===== src/rtl/apb2wb_pkg.sv =====
// Shared definitions for the APB-to-Wishbone bridge.
//   state_t    : bridge FSM states
//   DATA_WIDTH : Wishbone/APB data bus width
//   SEL_WIDTH  : byte select / strobe width
//   cnt_width  : watchdog counter width for a given TIMEOUT (minimum 1)
package apb2wb_pkg;

  localparam int unsigned DATA_WIDTH = 32;
  localparam int unsigned SEL_WIDTH  = 4;

  typedef enum logic [1:0] {
    IDLE,
    STB,
    WAIT,
    DONE
  } state_t;

  function automatic int unsigned cnt_width(input int unsigned timeout);
    int unsigned w;
    w = int'($clog2(timeout + 1));
    return (w < 1) ? 1 : w;
  endfunction

endpackage


===== src/rtl/apb2wb_bridge_if.sv =====
// Bus bundle between the host APB interconnect and a pipelined Wishbone
// slave, as seen by apb2wb_bridge.
//   slave  : bridge side (APB completer, WB initiator)
//   master : environment side (APB requester, WB responder)
// Signals keep their historical _i/_o names relative to the bridge.
interface apb2wb_bridge_if #(
  parameter int unsigned ADDR_WIDTH = 32
);
  import apb2wb_pkg::*;

  // APB
  logic                  psel_i;
  logic                  penable_i;
  logic                  pwrite_i;
  logic [ADDR_WIDTH-1:0] paddr_i;
  logic [DATA_WIDTH-1:0] pwdata_i;
  logic [SEL_WIDTH-1:0]  pstrb_i;
  logic                  pready_o;
  logic [DATA_WIDTH-1:0] prdata_o;
  logic                  pslverr_o;
  // Wishbone
  logic                  wb_cyc_o;
  logic                  wb_stb_o;
  logic                  wb_we_o;
  logic [ADDR_WIDTH-1:0] wb_adr_o;
  logic [SEL_WIDTH-1:0]  wb_sel_o;
  logic [DATA_WIDTH-1:0] wb_dat_o;
  logic                  wb_ack_i;
  logic                  wb_err_i;
  logic                  wb_rty_i;
  logic                  wb_stall_i;
  logic [DATA_WIDTH-1:0] wb_dat_i;

  modport slave (
    input  psel_i, penable_i, pwrite_i, paddr_i, pwdata_i, pstrb_i,
    output pready_o, prdata_o, pslverr_o,
    output wb_cyc_o, wb_stb_o, wb_we_o, wb_adr_o, wb_sel_o, wb_dat_o,
    input  wb_ack_i, wb_err_i, wb_rty_i, wb_stall_i, wb_dat_i
  );

  modport master (
    output psel_i, penable_i, pwrite_i, paddr_i, pwdata_i, pstrb_i,
    input  pready_o, prdata_o, pslverr_o,
    input  wb_cyc_o, wb_stb_o, wb_we_o, wb_adr_o, wb_sel_o, wb_dat_o,
    output wb_ack_i, wb_err_i, wb_rty_i, wb_stall_i, wb_dat_i
  );

endinterface


===== src/rtl/apb2wb_bridge.sv =====
// APB3/APB4 to pipelined Wishbone bridge. Each APB transfer produces exactly
// one Wishbone strobe; the response (read data / error) is returned on APB.
// A saturating watchdog ends a cycle the slave never terminates.
// Ports:
//   clk_i   : clock shared by both buses
//   rst_n_i : asynchronous active-low reset
//   bus     : apb2wb_bridge_if.slave (APB completer + WB initiator)
// Parameters:
//   ADDR_WIDTH : byte address width, passed through unchanged
//   TIMEOUT    : cycles from first strobe to forced termination, 0 = off
module apb2wb_bridge
  import apb2wb_pkg::*;
#(
  parameter int unsigned ADDR_WIDTH = 32,
  parameter int unsigned TIMEOUT    = 255
) (
  input  logic             clk_i,
  input  logic             rst_n_i,
  apb2wb_bridge_if.slave   bus
);

  localparam int unsigned     CNT_W    = cnt_width(TIMEOUT);
  localparam logic [CNT_W-1:0] CNT_LAST = CNT_W'((TIMEOUT == 0) ? 0 : TIMEOUT - 1);

  state_t                r_state;
  logic [CNT_W-1:0]      r_cnt;
  logic [ADDR_WIDTH-1:0] r_adr;
  logic [DATA_WIDTH-1:0] r_dat;
  logic [SEL_WIDTH-1:0]  r_sel;
  logic                  r_we;
  logic                  r_cyc;
  logic                  r_stb;
  logic                  r_pready;
  logic [DATA_WIDTH-1:0] r_prdata;
  logic                  r_slverr;

  logic                  w_acc_term;
  logic                  w_timeout;
  logic                  w_finish;
  logic                  w_fail;
  logic                  w_slverr_nxt;
  logic [DATA_WIDTH-1:0] w_prdata_nxt;

  // A termination only counts once the strobe has been accepted (no stall);
  // err/rty outrank ack, so any of them forces slverr.
  always_comb begin
    w_fail       = bus.wb_err_i | bus.wb_rty_i;
    w_acc_term   = ((r_state == WAIT) || (r_state == STB && !bus.wb_stall_i)) &&
                   (bus.wb_ack_i | w_fail);
    w_timeout    = (TIMEOUT != 0) && (r_cnt == CNT_LAST);
    w_finish     = ((r_state == STB) || (r_state == WAIT)) && (w_acc_term || w_timeout);
    w_slverr_nxt = w_acc_term ? w_fail : 1'b1;
    w_prdata_nxt = (w_acc_term && !w_fail && !r_we) ? bus.wb_dat_i : '0;
  end

  always_ff @(posedge clk_i or negedge rst_n_i) begin
    if (!rst_n_i) begin
      r_state  <= IDLE;
      r_cnt    <= '0;
      r_adr    <= '0;
      r_dat    <= '0;
      r_sel    <= '0;
      r_we     <= 1'b0;
      r_cyc    <= 1'b0;
      r_stb    <= 1'b0;
      r_pready <= 1'b0;
      r_prdata <= '0;
      r_slverr <= 1'b0;
    end else if (w_finish) begin
      r_state  <= DONE;
      r_cyc    <= 1'b0;
      r_stb    <= 1'b0;
      r_pready <= 1'b1;
      r_prdata <= w_prdata_nxt;
      r_slverr <= w_slverr_nxt;
    end else begin
      case (r_state)
        IDLE: begin
          if (bus.psel_i) begin
            r_adr   <= bus.paddr_i;
            r_dat   <= bus.pwdata_i;
            r_we    <= bus.pwrite_i;
            r_sel   <= bus.pwrite_i ? bus.pstrb_i : '1;
            r_cnt   <= '0;
            r_cyc   <= 1'b1;
            r_stb   <= 1'b1;
            r_state <= STB;
          end
        end
        STB: begin
          r_cnt <= (r_cnt == '1) ? r_cnt : r_cnt + 1'b1;
          if (!bus.wb_stall_i) begin
            r_stb   <= 1'b0;
            r_state <= WAIT;
          end
        end
        WAIT: begin
          r_cnt <= (r_cnt == '1) ? r_cnt : r_cnt + 1'b1;
        end
        DONE: begin
          // Complete on access phase, or drop the response if psel went away.
          if (!bus.psel_i || bus.penable_i) begin
            r_pready <= 1'b0;
            r_prdata <= '0;
            r_slverr <= 1'b0;
            r_state  <= IDLE;
          end
        end
        default: r_state <= IDLE;
      endcase
    end
  end

  assign bus.wb_cyc_o  = r_cyc;
  assign bus.wb_stb_o  = r_stb;
  assign bus.wb_we_o   = r_we;
  assign bus.wb_adr_o  = r_adr;
  assign bus.wb_sel_o  = r_sel;
  assign bus.wb_dat_o  = r_dat;
  assign bus.pready_o  = r_pready;
  assign bus.prdata_o  = r_prdata;
  assign bus.pslverr_o = r_slverr;

endmodule


===== src/flat_wrapper.sv =====
// flat-port wrapper written by rule: the top's interface ports become plain ports
module apb2wb_bridge_flat import apb2wb_pkg::*;
#(
  parameter int unsigned ADDR_WIDTH = 32,
  parameter int unsigned TIMEOUT    = 255
)
  (clk_i, rst_n_i, bus_psel_i, bus_penable_i, bus_pwrite_i, bus_paddr_i, bus_pwdata_i, bus_pstrb_i, bus_pready_o, bus_prdata_o, bus_pslverr_o, bus_wb_cyc_o, bus_wb_stb_o, bus_wb_we_o, bus_wb_adr_o, bus_wb_sel_o, bus_wb_dat_o, bus_wb_ack_i, bus_wb_err_i, bus_wb_rty_i, bus_wb_stall_i, bus_wb_dat_i);
  apb2wb_bridge_if #(.ADDR_WIDTH(ADDR_WIDTH)) bus_i ();
  input  logic clk_i;
  input  logic rst_n_i;
  input wire logic [$bits(bus_i.psel_i)-1:0] bus_psel_i;
  input wire logic [$bits(bus_i.penable_i)-1:0] bus_penable_i;
  input wire logic [$bits(bus_i.pwrite_i)-1:0] bus_pwrite_i;
  input wire logic [$bits(bus_i.paddr_i)-1:0] bus_paddr_i;
  input wire logic [$bits(bus_i.pwdata_i)-1:0] bus_pwdata_i;
  input wire logic [$bits(bus_i.pstrb_i)-1:0] bus_pstrb_i;
  output wire logic [$bits(bus_i.pready_o)-1:0] bus_pready_o;
  output wire logic [$bits(bus_i.prdata_o)-1:0] bus_prdata_o;
  output wire logic [$bits(bus_i.pslverr_o)-1:0] bus_pslverr_o;
  output wire logic [$bits(bus_i.wb_cyc_o)-1:0] bus_wb_cyc_o;
  output wire logic [$bits(bus_i.wb_stb_o)-1:0] bus_wb_stb_o;
  output wire logic [$bits(bus_i.wb_we_o)-1:0] bus_wb_we_o;
  output wire logic [$bits(bus_i.wb_adr_o)-1:0] bus_wb_adr_o;
  output wire logic [$bits(bus_i.wb_sel_o)-1:0] bus_wb_sel_o;
  output wire logic [$bits(bus_i.wb_dat_o)-1:0] bus_wb_dat_o;
  input wire logic [$bits(bus_i.wb_ack_i)-1:0] bus_wb_ack_i;
  input wire logic [$bits(bus_i.wb_err_i)-1:0] bus_wb_err_i;
  input wire logic [$bits(bus_i.wb_rty_i)-1:0] bus_wb_rty_i;
  input wire logic [$bits(bus_i.wb_stall_i)-1:0] bus_wb_stall_i;
  input wire logic [$bits(bus_i.wb_dat_i)-1:0] bus_wb_dat_i;
  assign bus_i.psel_i = bus_psel_i;
  assign bus_i.penable_i = bus_penable_i;
  assign bus_i.pwrite_i = bus_pwrite_i;
  assign bus_i.paddr_i = bus_paddr_i;
  assign bus_i.pwdata_i = bus_pwdata_i;
  assign bus_i.pstrb_i = bus_pstrb_i;
  assign bus_pready_o = bus_i.pready_o;
  assign bus_prdata_o = bus_i.prdata_o;
  assign bus_pslverr_o = bus_i.pslverr_o;
  assign bus_wb_cyc_o = bus_i.wb_cyc_o;
  assign bus_wb_stb_o = bus_i.wb_stb_o;
  assign bus_wb_we_o = bus_i.wb_we_o;
  assign bus_wb_adr_o = bus_i.wb_adr_o;
  assign bus_wb_sel_o = bus_i.wb_sel_o;
  assign bus_wb_dat_o = bus_i.wb_dat_o;
  assign bus_i.wb_ack_i = bus_wb_ack_i;
  assign bus_i.wb_err_i = bus_wb_err_i;
  assign bus_i.wb_rty_i = bus_wb_rty_i;
  assign bus_i.wb_stall_i = bus_wb_stall_i;
  assign bus_i.wb_dat_i = bus_wb_dat_i;
  apb2wb_bridge #(.ADDR_WIDTH(ADDR_WIDTH), .TIMEOUT(TIMEOUT)) u_core (.clk_i(clk_i), .rst_n_i(rst_n_i), .bus(bus_i));
endmodule

===== config.mk =====
export PLATFORM = sky130hd
export DESIGN_NAME = apb2wb_bridge_flat
export DESIGN_NICKNAME = d
export VERILOG_FILES = /design/src/rtl/apb2wb_pkg.sv /design/src/rtl/apb2wb_bridge_if.sv /design/src/rtl/apb2wb_bridge.sv /design/src/flat_wrapper.sv
export SDC_FILE = /design/constraint.sdc
export NUM_CORES = 1
export LEC_CHECK = 0
export BUFFER_PORTS_ARGS = -buffer_cell sky130_fd_sc_hd__buf_2
export CORE_MARGIN = 4
export CORE_UTILIZATION = 40
export CTS_CLUSTER_DIAMETER = 120
export DETAILED_ROUTE_END_ITERATION = 8
export PLACE_DENSITY = 0.77
export SYNTH_ARGS = -nofsm -noshare
export SYNTH_HDL_FRONTEND = slang
export SYNTH_SLANG_ARGS = --single-unit

===== constraint.sdc =====
create_clock -name clk_i -period 5.6 [get_ports clk_i]
set_input_delay 0.56 -clock clk_i [delete_from_list [all_inputs] [get_ports clk_i]]
set_output_delay 0.56 -clock clk_i [all_outputs]
set_load 0.02 [all_outputs]

## After elaboration in Yosys (flattened, before gate mapping)

Index checks and enable logic that the tools add are counted.

- Flip-flop bits (word level): 115
- Input port bits: 109

- Equality and inequality tests: 10
- Add/subtract/negate cells: 1
- Reductions and logical operators: 28
- Multiplexer cells: 24
- Bitwise operators: 3

Operator list:

| cell | number |
|---|---|
| $mux 32 | 4 |
| $eq 8x8->1 const B | 2 |
| $mux 8 | 2 |
| $pmux 8 s2 | 1 |
| $mux 1 | 10 |
| $reduce_bool 2->1 | 5 |
| $add 8x1->8 const B | 1 |
| $mux 2 | 4 |
| $reduce_and 4->1 | 2 |
| $ne 3x2->1 const B | 2 |
| $pmux 2 s3 | 1 |
| $reduce_and 3->1 | 2 |
| $logic_and 1x1->1 | 5 |
| $eq 2x2->1 const B | 2 |
| $logic_not 1->1 | 4 |
| $logic_or 1x1->1 | 4 |
| $mux 4 | 1 |
| $ne 2x2->1 const B | 2 |
| $reduce_and 2->1 | 2 |
| $reduce_bool 4->1 | 1 |
| $ne 3x1->1 const B | 1 |
| $reduce_bool 3->1 | 1 |
| $eq 2x1->1 const B | 1 |
| $logic_not 2->1 | 1 |
| other kinds (4) | 5 |

## Depth between registers and ports, before layout

- Word-level depth: 8
- Mapped depth: 8

## Worst setup path before layout

No wires, ideal clock.

- Kind: input to register
- From: input bus_wb_rty_i
- To: register u_core.r_adr[14], in the netlist u_core.bus.wb_adr_o[14]
- Data required time: 5.475 ns
- Library setup time: 0.125 ns
- Stages on the path: 6
- Slack: 3.609 ns
- Data arrival time: 1.865 ns
- Cell sequence: or3_1 o211ai_2 nand4_4 buf_6 buf_6 mux2_4

- Word-level cells in the longest chain between the ends: 7

RTL lines:

| item | RTL line | source |
|---|---|---|
| start: declaration | flat_wrapper.sv:28 | `input wire logic [$bits(bus_i.wb_rty_i)-1:0] bus_wb_rty_i;` |
| $or 1x1->1 | apb2wb_bridge.sv:47 | `w_fail = bus.wb_err_i \| bus.wb_rty_i;` |
| $or 1x1->1 | apb2wb_bridge.sv:49 | `(bus.wb_ack_i \| w_fail);` |
| $logic_and 1x1->1 | apb2wb_bridge.sv:48 | `w_acc_term = ((r_state == WAIT) \|\| (r_state == STB && !bus.wb_stall_i)) &&` |
| $logic_or 1x1->1 | apb2wb_bridge.sv:51 | `w_finish = ((r_state == STB) \|\| (r_state == WAIT)) && (w_acc_term \|\| w_timeout);` |
| $logic_and 1x1->1 | apb2wb_bridge.sv:51 |  |
| $not 1->1 (no source line) | -- |  |
| $reduce_and 3->1 (no source line) | -- |  |
| end signal: assignment | apb2wb_bridge.sv:80 | `r_adr <= bus.paddr_i;` |
| end: declaration | apb2wb_bridge.sv:27 | `logic [ADDR_WIDTH-1:0] r_adr;` |

No other way between the ends.
A chain may end at the register's enable or synchronous reset.

## Worst setup path after layout

- From: register u_core.r_state[0]
- To: register u_core.r_dat[7], in the netlist u_core.bus.wb_dat_o[7]

- Word-level cells in the longest chain between the ends: 8
- Elaborated cells between the ends (all ways): 11
- Classes of those cells: eq/ne (2); bitwise (1); reduce/logical (8)

RTL lines:

| item | RTL line | source |
|---|---|---|
| start: declaration | apb2wb_bridge.sv:25 | `state_t r_state;` |
| start signal: assignment | apb2wb_bridge.sv:58 | `r_state <= IDLE;` |
| start signal: assignment | apb2wb_bridge.sv:70 | `r_state <= DONE;` |
| start signal: assignment | apb2wb_bridge.sv:87 | `r_state <= STB;` |
| $eq 2x1->1 | apb2wb_bridge.sv:48, apb2wb_bridge.sv:51 |  |
| $logic_and 1x1->1 | apb2wb_bridge.sv:48 |  |
| $logic_or 1x1->1 | apb2wb_bridge.sv:48 |  |
| $logic_and 1x1->1 | apb2wb_bridge.sv:48 |  |
| $logic_or 1x1->1 | apb2wb_bridge.sv:51 |  |
| $logic_and 1x1->1 | apb2wb_bridge.sv:51 |  |
| $not 1->1 (no source line) | -- |  |
| $reduce_and 3->1 (no source line) (*) | -- |  |
| end signal: assignment | apb2wb_bridge.sv:81 | `r_dat <= bus.pwdata_i;` |
| end: declaration | apb2wb_bridge.sv:28 | `logic [DATA_WIDTH-1:0] r_dat;` |

Mark *: on every way between the ends. The rest lies on a longest branch, timed or not.

==> impl_metrics.yaml <==
global_route:
  grt_max_degree: 70
  grt_pass1_vias: 3443
  grt_antenna_before_repair: 0
  gr-total-overflow: 0
  grt_pass1_wl_mm: 16.42
  track_usage_pct: 15.75
cts:
  cts_resized: 0
  ctsHtreeMaxLevel: 4
  cts-hold-fix-buffers: 0
  clk_pin_slew_worst_paths_ns: 0.05
  clkSinkCount: 115
  post_cts_buffers: 0
  insertion_delay_ns: 0.40
  cts_buffers: 17
  cts_tree: "done"
  cts_max_path_buffers: 2
  cts_root_buf: "clkbuf_16"
layout:
  nNetsFinal: 648
  diodes: 0
  final_area_um2: 6382
  fin_util_pct: 55.90
  fillers: 961
  area_delta_synth_final_pct: 37.23
  fin_cells: 686
  drive_gt1_share_pct: 58.20
hold_path:
  hold_class: "in2async"
synth:
  syn_nets: 432
  mappedNetlistArea_um2: 4651
  syn_area_per_cell_um2: 14.67
  seq_area_frac_synth_pct: 61.88
  synth_warnings: 0
  synth.distinct_cells: 36
  syn_inst: 317
  synth_seq_cells: 115
floorplan:
  die_w_um: 115.8
  row_count: 39
  initial_core_util_pct: 40.73
  dieArea_um2: 13420
  die_h_um: 115.8
  fp.coreArea_um2: 11420
  ioPinCount: 214
setup_path:
  cp-start-kind: "flop"
  crit_arrival_ns: 3.18
  critical-path-max-stage-delay_ns: 0.65
  crit_chain: "inv_1, ha_1, and4_1, nand3_2, nand4_4, buf_4, mux2_2"
  ff2ff_path_depth: 7
  r2r_setup_slack_ns: 2.70
  reg2reg_from: "u_core.r_state[0]"
  cp_top_family: "buffers and inverters"
  path_buf_inv: 2
  critical_path_class: "reg2reg"
  timing.rr.end: "u_core.bus.wb_dat_o[7]"
  required_ns: 5.88
  cp_slowest_cell: "buf_4"
  critical_path_peak_fanout: 69
  endpoint_kind: "flop"
placed_design:
  place_inst: 657
  dp_hpwl_mm: 7.744
  dpl_cell_area_um2: 5823
  globalplace.congestion: 0.8387
  portBuffers: 213
  dp_slack_ns: 2.713
power:
  power.total_mw: 3.791
  p_per_area_nw_per_um2: 594.0
  power_leakage_nw: 3.333
  vdd_ir_drop_max_mv: 0.4491
sta:
  rsz0062_at_grt: "no"
  worst_pin_slew_ns: 1.210
  timing.final.crit_share_pct: 51.76
  setup_viol: 0
  drv_slew: 0
  setup_tns_ns: 0
  hold_ws_ns: 0.1727
  fmax_ghz: 0.3450
  skew_ns: 0.006582
  relSlewSlack_pct: 19.11
  worst_slack_ns: 2.701
  min_period_ns: 2.899
  hold_viol_final: 0
detailed_routing:
  drtAntennaViolNets: 0
  vias_per_cell: 4.962
  drc: 0
  vias: 3404
  drt_iter0_drc: 250
  firstDrtPassIters: 4
  wl_per_cell_um: 15.77
  routed_wl_mm: 10.82
outcome:
  run_status: "complete, no violations"
job:
  maxCapViolCount: 0
per-layer routing:
layer,global-route usage [%],routed length [um],up-vias
met5,0,0,-
met4,6.574,268,0
met3,6.423,1089,21
met2,26.08,5237,150
met1,18.13,4225,1641
li1,-,-,1592
area by class of cell:
type / count / area, um2 / share of cell area, %
clock buffer: 24 / 481.7 / 7.548
clock inverter: 5 / 77.57 / 1.215
inverter: 5 / 18.77 / 0.2941
multi-input combinational: 179 / 1664 / 26.07
sequential: 115 / 2878 / 45.09
tap: 143 / 178.9 / 2.803
timing repair buffer: 215 / 1084 / 16.98
cells by family after synthesis:
family / synth area share, %
compound gates: 10.47
fa+ha+maj: 1.614
buf+inv: 2.502
flops: 61.88
mux: 18.38
simple gates: 5.166
sequential cells by signal (all words and copies together), names as in the netlist:
name                  cells
u_core.bus.wb_dat_o      32
u_core.bus.wb_stb_o       1
u_core.r_cnt              8
u_core.bus.wb_cyc_o       1
u_core.r_state            2
u_core.bus.wb_adr_o      32
u_core.bus.prdata_o      32
u_core.bus.wb_we_o        1
u_core.bus.wb_sel_o       4
u_core.bus.pslverr_o      1
u_core.bus.pready_o       1
cells in the mapped netlist:
| cell | n | share of area [%] |
|---|---|---|
| nor2b_1 | 1 | 0.13 |
| inv_1 | 5 | 0.40 |
| mux2i_1 | 4 | 0.86 |
| o211ai_2 | 1 | 0.27 |
| buf_6 | 2 | 0.48 |
| or4_1 | 1 | 0.16 |
| nand2b_1 | 9 | 1.2 |
| o211ai_1 | 2 | 0.32 |
| ha_1 | 6 | 1.6 |
| dfrtp_1 | 115 | 62 |
| clkbuf_1 | 4 | 0.32 |
| o211a_1 | 1 | 0.22 |
| o31ai_1 | 8 | 1.3 |
| a211oi_2 | 1 | 0.27 |
| a21oi_1 | 4 | 0.43 |
| and2_1 | 2 | 0.27 |
| mux2_4 | 10 | 3.2 |
| or3_1 | 2 | 0.27 |
| nand3_2 | 1 | 0.22 |
| nand4_4 | 1 | 0.46 |
| or2_2 | 1 | 0.13 |
| nand3_1 | 6 | 0.65 |
| and4_1 | 2 | 0.38 |
| o41ai_1 | 2 | 0.38 |
| a22o_1 | 32 | 6.0 |
| and3_1 | 2 | 0.27 |
| nor2_1 | 6 | 0.48 |
| buf_2 | 12 | 1.3 |
| a21o_1 | 1 | 0.16 |
| nand4_1 | 1 | 0.13 |
| o21a_1 | 1 | 0.16 |
| a31o_2 | 1 | 0.19 |
| mux2_2 | 59 | 14 |
| o21ai_0 | 5 | 0.54 |
| nand2_1 | 5 | 0.40 |
| a21bo_2 | 1 | 0.22 |
report_power, final:
part           switching (mW)  internal (mW)  leakage (nW)
clock                   0.337          0.680         0.272
combinational           0.856          0.617          1.62
sequential              0.165           1.14          1.44
total                    1.36           2.43          3.33
how the worst max path moves through the flow:
stage / slack, ns / from / end / cells past startpoint
floorplan: 3.61 / bus_wb_rty_i / u_core.bus.wb_adr_o[14] / 6
global placement: 2.80 / u_core.r_state[0] / u_core.bus.wb_dat_o[26] / 7
detailed placement: 2.71 / u_core.r_state[0] / u_core.bus.wb_dat_o[17] / 7
CTS: 2.69 / u_core.r_state[0] / u_core.bus.wb_dat_o[7] / 7
global route: 2.45 / u_core.r_state[0] / u_core.bus.prdata_o[10] / 6
finish: 2.70 / u_core.r_state[0] / u_core.bus.wb_dat_o[7] / 7
cells in the final DEF (no fill, tap or decap), drive strengths merged, types with 6 or more instances in the layout:
master,Yosys,final
dfrtp,115,115
buf,14,215
o31ai,8,8
nand2b,9,9
mux2,69,69
clkbuf,4,24
a22o,32,32
nor2,6,6
nand3,7,7
ha,6,6
No activity file was read; power rests on OpenSTA's default activity.
